===== src/rtl/regfile_pkg.sv =====
// Shared constants and writeback request type for the register file write port.
package regfile_pkg;

   localparam int DATA_W   = 64;
   localparam int ADDR_W   = 5;
   localparam int ZERO_REG = 31;

   // Bit positions of the two writeback sources in request/grant vectors
   localparam int GNT_ALU = 0;
   localparam int GNT_LD  = 1;

   typedef struct packed {
      logic [ADDR_W-1:0] rw;
      logic [DATA_W-1:0] data;
   } wb_req_t;

endpackage


===== src/rtl/regfile_wb_arbiter_rr_arb2.sv =====
// Two-requester round-robin arbiter; owns the LastLd priority flop.
module rr_arb2
   import regfile_pkg::*;
(
   input  logic       Clk,
   input  logic       Rst_n,
   input  logic [1:0] req,
   output logic [1:0] ready,
   output logic [1:0] gnt
);

   logic last_ld_reg;
   logic last_ld_next;

   // A source is ready unless the other one is asking and holds priority
   always_comb begin
      ready               = 2'b00;
      ready[GNT_ALU]      = Rst_n && (!req[GNT_LD] || last_ld_reg);
      ready[GNT_LD]       = Rst_n && (!req[GNT_ALU] || !last_ld_reg);
      gnt                 = req & ready;
      last_ld_next        = last_ld_reg;
      if (gnt[GNT_ALU]) begin
         last_ld_next = 1'b0;
      end else if (gnt[GNT_LD]) begin
         last_ld_next = 1'b1;
      end
   end

   always_ff @(posedge Clk) begin
      if (!Rst_n) begin
         last_ld_reg <= 1'b1;
      end else begin
         last_ld_reg <= last_ld_next;
      end
   end

endmodule


===== src/rtl/regfile_wb_arbiter.sv =====
// Write-port arbiter for the 32 x 64 register file (ALU vs load writeback).
// Optional same-cycle read bypass outputs enabled by defining REGFILE_WB_FWD_EN.
module regfile_wb_arbiter #(
   parameter int DATA_W   = regfile_pkg::DATA_W,
   parameter int ADDR_W   = regfile_pkg::ADDR_W,
   parameter int ZERO_REG = regfile_pkg::ZERO_REG
) (
   input  logic              Clk,
   input  logic              Rst_n,
   input  logic              AluValid,
   output logic              AluReady,
   input  logic [ADDR_W-1:0] AluRW,
   input  logic [DATA_W-1:0] AluData,
   input  logic              LdValid,
   output logic              LdReady,
   input  logic [ADDR_W-1:0] LdRW,
   input  logic [DATA_W-1:0] LdData,
`ifdef REGFILE_WB_FWD_EN
   input  logic [ADDR_W-1:0] RA,
   input  logic [ADDR_W-1:0] RB,
   output logic              FwdA,
   output logic              FwdB,
   output logic [DATA_W-1:0] FwdData,
`endif
   output logic [ADDR_W-1:0] RW,
   output logic [DATA_W-1:0] BusW,
   output logic              RegWr,
   output logic              Busy
);

   logic [1:0]        req;
   logic [1:0]        ready;
   logic [1:0]        gnt;
   logic              any_gnt;
   logic [ADDR_W-1:0] sel_rw;
   logic [DATA_W-1:0] sel_data;
   logic              reg_wr_reg;
   logic [ADDR_W-1:0] rw_reg;
   logic [DATA_W-1:0] busw_reg;

   assign req[regfile_pkg::GNT_ALU] = AluValid;
   assign req[regfile_pkg::GNT_LD]  = LdValid;

   rr_arb2 u_arb (
      .Clk   (Clk),
      .Rst_n (Rst_n),
      .req   (req),
      .ready (ready),
      .gnt   (gnt)
   );

   assign AluReady = ready[regfile_pkg::GNT_ALU];
   assign LdReady  = ready[regfile_pkg::GNT_LD];
   assign Busy     = AluValid && LdValid;

   assign any_gnt  = |gnt;
   assign sel_rw   = gnt[regfile_pkg::GNT_LD] ? LdRW   : AluRW;
   assign sel_data = gnt[regfile_pkg::GNT_LD] ? LdData : AluData;

   // X31 writes are still accepted and still load RW/BusW; only RegWr is suppressed
   always_ff @(posedge Clk) begin
      if (!Rst_n) begin
         reg_wr_reg <= 1'b0;
         rw_reg     <= '0;
         busw_reg   <= '0;
      end else begin
         reg_wr_reg <= any_gnt && (sel_rw != ADDR_W'(ZERO_REG));
         if (any_gnt) begin
            rw_reg   <= sel_rw;
            busw_reg <= sel_data;
         end
      end
   end

   assign RegWr = reg_wr_reg;
   assign RW    = rw_reg;
   assign BusW  = busw_reg;

`ifdef REGFILE_WB_FWD_EN
   assign FwdA    = reg_wr_reg && (RA == rw_reg);
   assign FwdB    = reg_wr_reg && (RB == rw_reg);
   assign FwdData = busw_reg;
`endif

endmodule


===== config.mk =====
export PLATFORM = sky130hd
export DESIGN_NAME = regfile_wb_arbiter
export DESIGN_NICKNAME = d
export VERILOG_FILES = /design/src/rtl/regfile_pkg.sv /design/src/rtl/regfile_wb_arbiter_rr_arb2.sv /design/src/rtl/regfile_wb_arbiter.sv
export SDC_FILE = /design/constraint.sdc
export NUM_CORES = 1
export LEC_CHECK = 0
export ABC_AREA = 1
export CAP_MARGIN = 15
export CORE_MARGIN = 2
export CORE_UTILIZATION = 30
export CTS_CLUSTER_SIZE = 8
export DETAILED_ROUTE_END_ITERATION = 12
export PLACE_DENSITY = 0.71
export SYNTH_ARGS = -nofsm -noshare
export SYNTH_HDL_FRONTEND = slang
export SYNTH_SLANG_ARGS = --single-unit

===== constraint.sdc =====
create_clock -name Clk -period 1.3 [get_ports Clk]
set_input_delay 0.325 -clock Clk [delete_from_list [all_inputs] [get_ports Clk]]
set_output_delay 0.325 -clock Clk [all_outputs]
set_load 0.05 [all_outputs]

======== Word level (Yosys, flattened, before mapping) ========
Cells that the tools add are included.
cells by class
  equal/unequal tests ..................... 1
  bitwise operators ....................... 1
  reductions and logical operators ........ 11
  muxes and demuxes ....................... 4
operators with widths
  operator                              count
  64-bit two-way mux                    1
  5-bit two-way mux                     1
  5-bit != test, second input constant  1
  1-bit logical AND                     4
  1-bit zero test                       3
  2-bit AND                             1
  1-bit logical OR                      2
  1-bit two-way mux                     2
  2-bit nonzero test                    1
  2-bit OR reduction                    1
word-level totals
  output and inout port bits .............. 73
  bits in registers ....................... 71
  bits of input ports ..................... 142
  word-level logic and storage cells ...... 21

======== Logic depth before layout (Yosys ltp) ========
  depth in word-level cells ............... 7
  depth in mapped cells ................... 9
  gate-level depth less buffers ........... 8

======== Cells and area by module ========
From an unflattened synthesis, not the netlist that was laid out.
second synthesis, totals
  cell total of the unflattened synthesis .. 539
  area, all modules ....................... 3325.7 um^2
modules (own cells, without submodules)
  module              cells each  area each (um^2)  instances  sequential area each (um^2)
  regfile_wb_arbiter  525         3248.1            1          1401.3
  rr_arb2             14          77.6              1          20.0

======== Least setup slack after synthesis ========
No wires, ideal clock.
  path type ............................... input to register
  start ................................... in Rst_n
  end ..................................... reg u_arb.last_ld_reg
  slack ................................... -559 ps
  arrival time ............................ 1681 ps
  data required time ...................... 1123 ps
  buffers on the path ..................... 2
  cell stages on the path ................. 5
  library setup time ...................... 177 ps
  cell sequence ........................... buf_2 > inv_1 > buf_2 > a21oi_1 > o21ai_0
between the ends
  cells in the longest elaborated chain, start to end .. 3
  elaborated cells between the ends (all ways) .. 5
  those cells by class .................... mux (1); bitwise (1); reduce/logical (3)
RTL lines
  what                                                            line                              text
  start, declared                                                 regfile_wb_arbiter.sv:9           input logic Rst_n,
  1-bit logical AND *                                             regfile_wb_arbiter_rr_arb2.sv:18  ready[GNT_ALU] = Rst_n && (!req[GNT_LD] || last_ld_reg);
  via AluReady                                                    regfile_wb_arbiter.sv:11          output logic AluReady,
  2-bit AND *                                                     regfile_wb_arbiter_rr_arb2.sv:20  gnt = req & ready;
  1-bit two-way mux / 2-bit nonzero test (equally long branches)  n/a
  end signal, assigned                                            regfile_wb_arbiter_rr_arb2.sv:33  last_ld_reg <= last_ld_next;
  end, declared                                                   regfile_wb_arbiter_rr_arb2.sv:12  logic last_ld_reg;
The timed path passes the listed nets; every way through them passes the cells marked *.
A chain may end at the register's enable or synchronous reset.

======== Worst setup path after layout ========
  start ................................... reg u_arb.last_ld_reg
  end ..................................... reg busw_reg[61] (netlist: BusW[61])
between the ends
  cells in the longest elaborated chain, start to end .. 5
  elaborated cells between the ends (all ways) .. 8
  those cells by class .................... mux (1); bitwise (1); reduce/logical (6)
RTL lines
  what                                                             line                                                text
  1-bit zero test                                                  regfile_wb_arbiter_rr_arb2.sv:19                    ready[GNT_LD] = Rst_n && (!req[GNT_ALU] || !last_ld_reg);
  1-bit logical OR                                                 regfile_wb_arbiter_rr_arb2.sv:19
  1-bit logical AND                                                regfile_wb_arbiter_rr_arb2.sv:19
  2-bit AND *                                                      regfile_wb_arbiter_rr_arb2.sv:20
  64-bit two-way mux / 2-bit OR reduction (equally long branches)  regfile_wb_arbiter.sv:58, regfile_wb_arbiter.sv:56
  end signal, assigned                                             regfile_wb_arbiter.sv:70                            busw_reg <= sel_data;
  end, declared                                                    regfile_wb_arbiter.sv:39                            logic [DATA_W-1:0] busw_reg;
Every way passes the cells marked *; elsewhere a longest branch is shown, timed or not.

==> summary.txt <==
Timing
  • FMAX: 685 MHz
  • Tmin final: 1.46 ns
  • Worst Slack Setup Final: -0.159 ns
  • Final worst path period share: 112%
  • Fin. max-slew vios: 0
  • RSZ-0062 raised after global routing: true
  • Setup Skew: 0.0120 ns
  • Final Setup Violations: 52
  • Hold Vio Cnt, Final: 0
  • Slew margin rel.: 74.5%
  • Aggregate negative setup slack: -4.16 ns
  • Slew @ Worst Pin: 0.382 ns

Finish
  • Post-Layout Cell Count: 855
  • Register Area: 1420 sq um
  • Commonest non-fill, non-tap cells in the layout: clkdlybuf4s50_1 (138), buf_12 (85), a21oi_1 (83)
  • # diodes: 0
  • Layout cells sized above 1: 28.3%
  • Max reg flops: 64
  • Nets@finish: 853
  • Area growth from synthesis to layout: 119%
  • Commonest non-fill, non-tap cell in the layout: clkdlybuf4s50_1
  • Fillers: 837
  • Area of the multi-input gates: 1710 sq um

Global route
  • M3 GR Usage: 6.34%
  • First-pass GRT wire length: 18.8 mm
  • Initial antenna violation count: 0
  • Met2 usage in global routing: 37.8%
  • Vias in the first global route: 4024
  • Largest net degree at the start of global routing: 49
  • GRT Overall Usage: 20.2%
  • Met1 GRT Util: 21.3%
  • Global route overflow: 0
  • Most Used Layer, Global Route: met2

Yosys
  • Average size of a mapped cell: 6.83 sq um
  • Post-synthesis mux area share: 0%
  • Register area share after synthesis: 43.1%
  • EDFF count, synth: 0
  • Main flop type after synthesis: dfxtp_1
  • Adder-cell share of the synthesized area: 0%
  • Syn. warnings: 0
  • Fraction of the mapped netlist area in compound gates: 30.8%
  • XOR/XNOR share of the synthesized area: 0%
  • Post-Synthesis Cells: 483
  • Main combinational cell family by area after synthesis: compound AO/OA/AOI/OAI gates
  • Syn nets: 625
  • FFs w/ async S/R, synth: 0%
  • Post-synthesis register bit count: 71
  • Simple-Gate Fraction of Synth Area: 11.3%
  • Cell variety after synth: 19
  • Synth Cell Area: 3300 sq um

Power and ir drop
  • Clk pwr share: 28.3%
  • Flop pwr share: 35.9%
  • Leakage: 3.02 nW
  • Peak VDD IR: 777 uV
  • Internal: 4.73 mW
  • Total power: 6.91 mW
  • Net Sw Power: 2.18 mW
  • Switching Fraction: 31.6%
  • Pwr/cell area: 956 nW/um^2
  • Comb pwr share: 35.8%

Clock tree
  • Clk slew on worst S/H paths: 0.07 ns
  • Clock Path Buffers: 2
  • Clock Latency Late Sink: 0.34 ns
  • TritonCTS Sinks: 71
  • Root buffer cell: clkbuf_8
  • H-tree lvl count: 3
  • Hold Buf Count CTS: 0
  • TritonCTS clock tree: yes
  • Num CTS Buffers: 9

Min path
  • Hold Crit Class: in -> reg
  • Hold depth: 2

Floorplanning
  • CORE AREA: 10800 sq um
  • Starting Density: 30.6%
  • I/O pin count: 215
  • Chip Height: 109 um
  • Die width: 109 um
  • Die Footprint: 11900 sq um
  • Site Rows: 38

Setup path
  • Worst Path Arrival: 1.72 ns
  • Startpoint Class: flop
  • CP max FO: 7
  • Critical Path RT: 1.56 ns
  • Worst R2R Path Depth: 8
  • Critical path class: reg -> reg
  • CP endpoint kind: flop

Routing
  • Initial DRC Count: 231
  • Vias: 4160
  • Drt total wl: 13.6 mm
  • Remaining design rule violation count: 0
  • DRT antenna net count: 0
  • Drt pass-1 iters: 4
  • Drt wl/cell: 15.9 um
  • DR vias/cell: 4.87

Placed design
  • Final GP Congestion: 0.779
  • Inst Count DP: 823
  • I/O Buffers: 214
  • DP HPWL: 8.94 mm

Run
  • Max Cap Violations: 0

Run status
  • Status: complete, but fails checks
  • Failing checks: negative setup slack
==> critical path: stages, from the launching register on <==
cell and delay, ns:
dfxtp_2 0.34, buf_6 0.12, nand2_4 0.07, nand3_4 0.15, buf_4 0.20, buf_12 0.14, a21oi_1 0.17, o21ai_2 0.08
a21oi_2 0.12
==> worst paths after layout <==
kind | startpoint | to | slack [ns]
setup / recovery | u_arb.last_ld_reg$_SDFFE_PN1P_ | BusW[61]$_SDFFE_PN0P_ | -0.16
hold / removal | AluValid | u_arb.last_ld_reg$_SDFFE_PN1P_ | 0.32
setup reg to reg | u_arb.last_ld_reg$_SDFFE_PN1P_ | BusW[61]$_SDFFE_PN0P_ | -0.16
hold reg to reg | BusW[21]$_SDFFE_PN0P_ | BusW[21]$_SDFFE_PN0P_ | 0.50
==> through the flow <==
stage / area, sq um / setup slack (ns) / hold slack (ns) / utilization, %
2_1_floorplan: 3330 / -0.0155 / 0.425 / -
3_3_place_gp: 6480 / -0.540 / 0.487 / 60.1
3_5_place_dp: 6480 / -0.626 / 0.493 / 60.1
4_1_cts: 6890 / -0.157 / 0.441 / 63.9
5_1_grt: 7230 / -0.222 / 0.299 / 67.0
6_report: 7230 / -0.159 / 0.316 / 67.0
==> what timing repair did <==
item	4_1_cts	5_1_grt
resized for setup	43	91
endpoints found under the setup margin	73	72
buffers inserted	4	7
gates cloned	4	5
pin swaps	1	11
==> power groups by stage <==
stage	Combinational, mW	Sequential [mW]	Clock [mW]
6_report	2.47	2.48	1.95
5_1_grt	2.60	2.50	2.11
4_1_cts	2.31	2.48	2.01
3_5_place_dp	2.22	2.53	0
3_3_place_gp	2.19	2.52	0
2_1_floorplan	0.486	2.95	0
==> final cells by class <==
| type | count | share of cell area [%] |
|---|---|---|
| multi-input combinational | 295 | 23.7 |
| clock buffer | 11 | 1.96 |
| timing repair buffer | 253 | 47.1 |
| inverter | 81 | 4.20 |
| sequential | 71 | 19.7 |
| clock inverter | 4 | 0.969 |
| tap | 140 | 2.42 |
==> Yosys cell counts (2+ instances only) <==
library cell	instances	area share (%)
a21oi_1	130	20
nand2_1	84	9.6
inv_1	80	9.1
dfxtp_1	71	43
o21ai_0	52	7.9
buf_2	19	2.9
o21ai_1	13	2.0
clkbuf_1	12	1.4
buf_4	4	0.91
nand4_1	4	0.76
o211ai_1	4	0.91
nand3_1	2	0.30
nor2_1	2	0.23
==> cells by family after synthesis <==
logic type	after synthesis
AO/OA/AOI/OAI	200
buffers and inverters	118
flip-flops	71
AND/OR/NAND/NOR	94
==> per-layer routing <==
| metal | up-vias | share of wire (%) |
|---|---|---|
| met4 | 0 | 2.3 |
| met3 | 22 | 8.0 |
| met1 | 1951 | 38 |
| met2 | 166 | 52 |
| met5 | - | 0 |
| li1 | 2021 | - |
(Power assumes the default switching activity.)
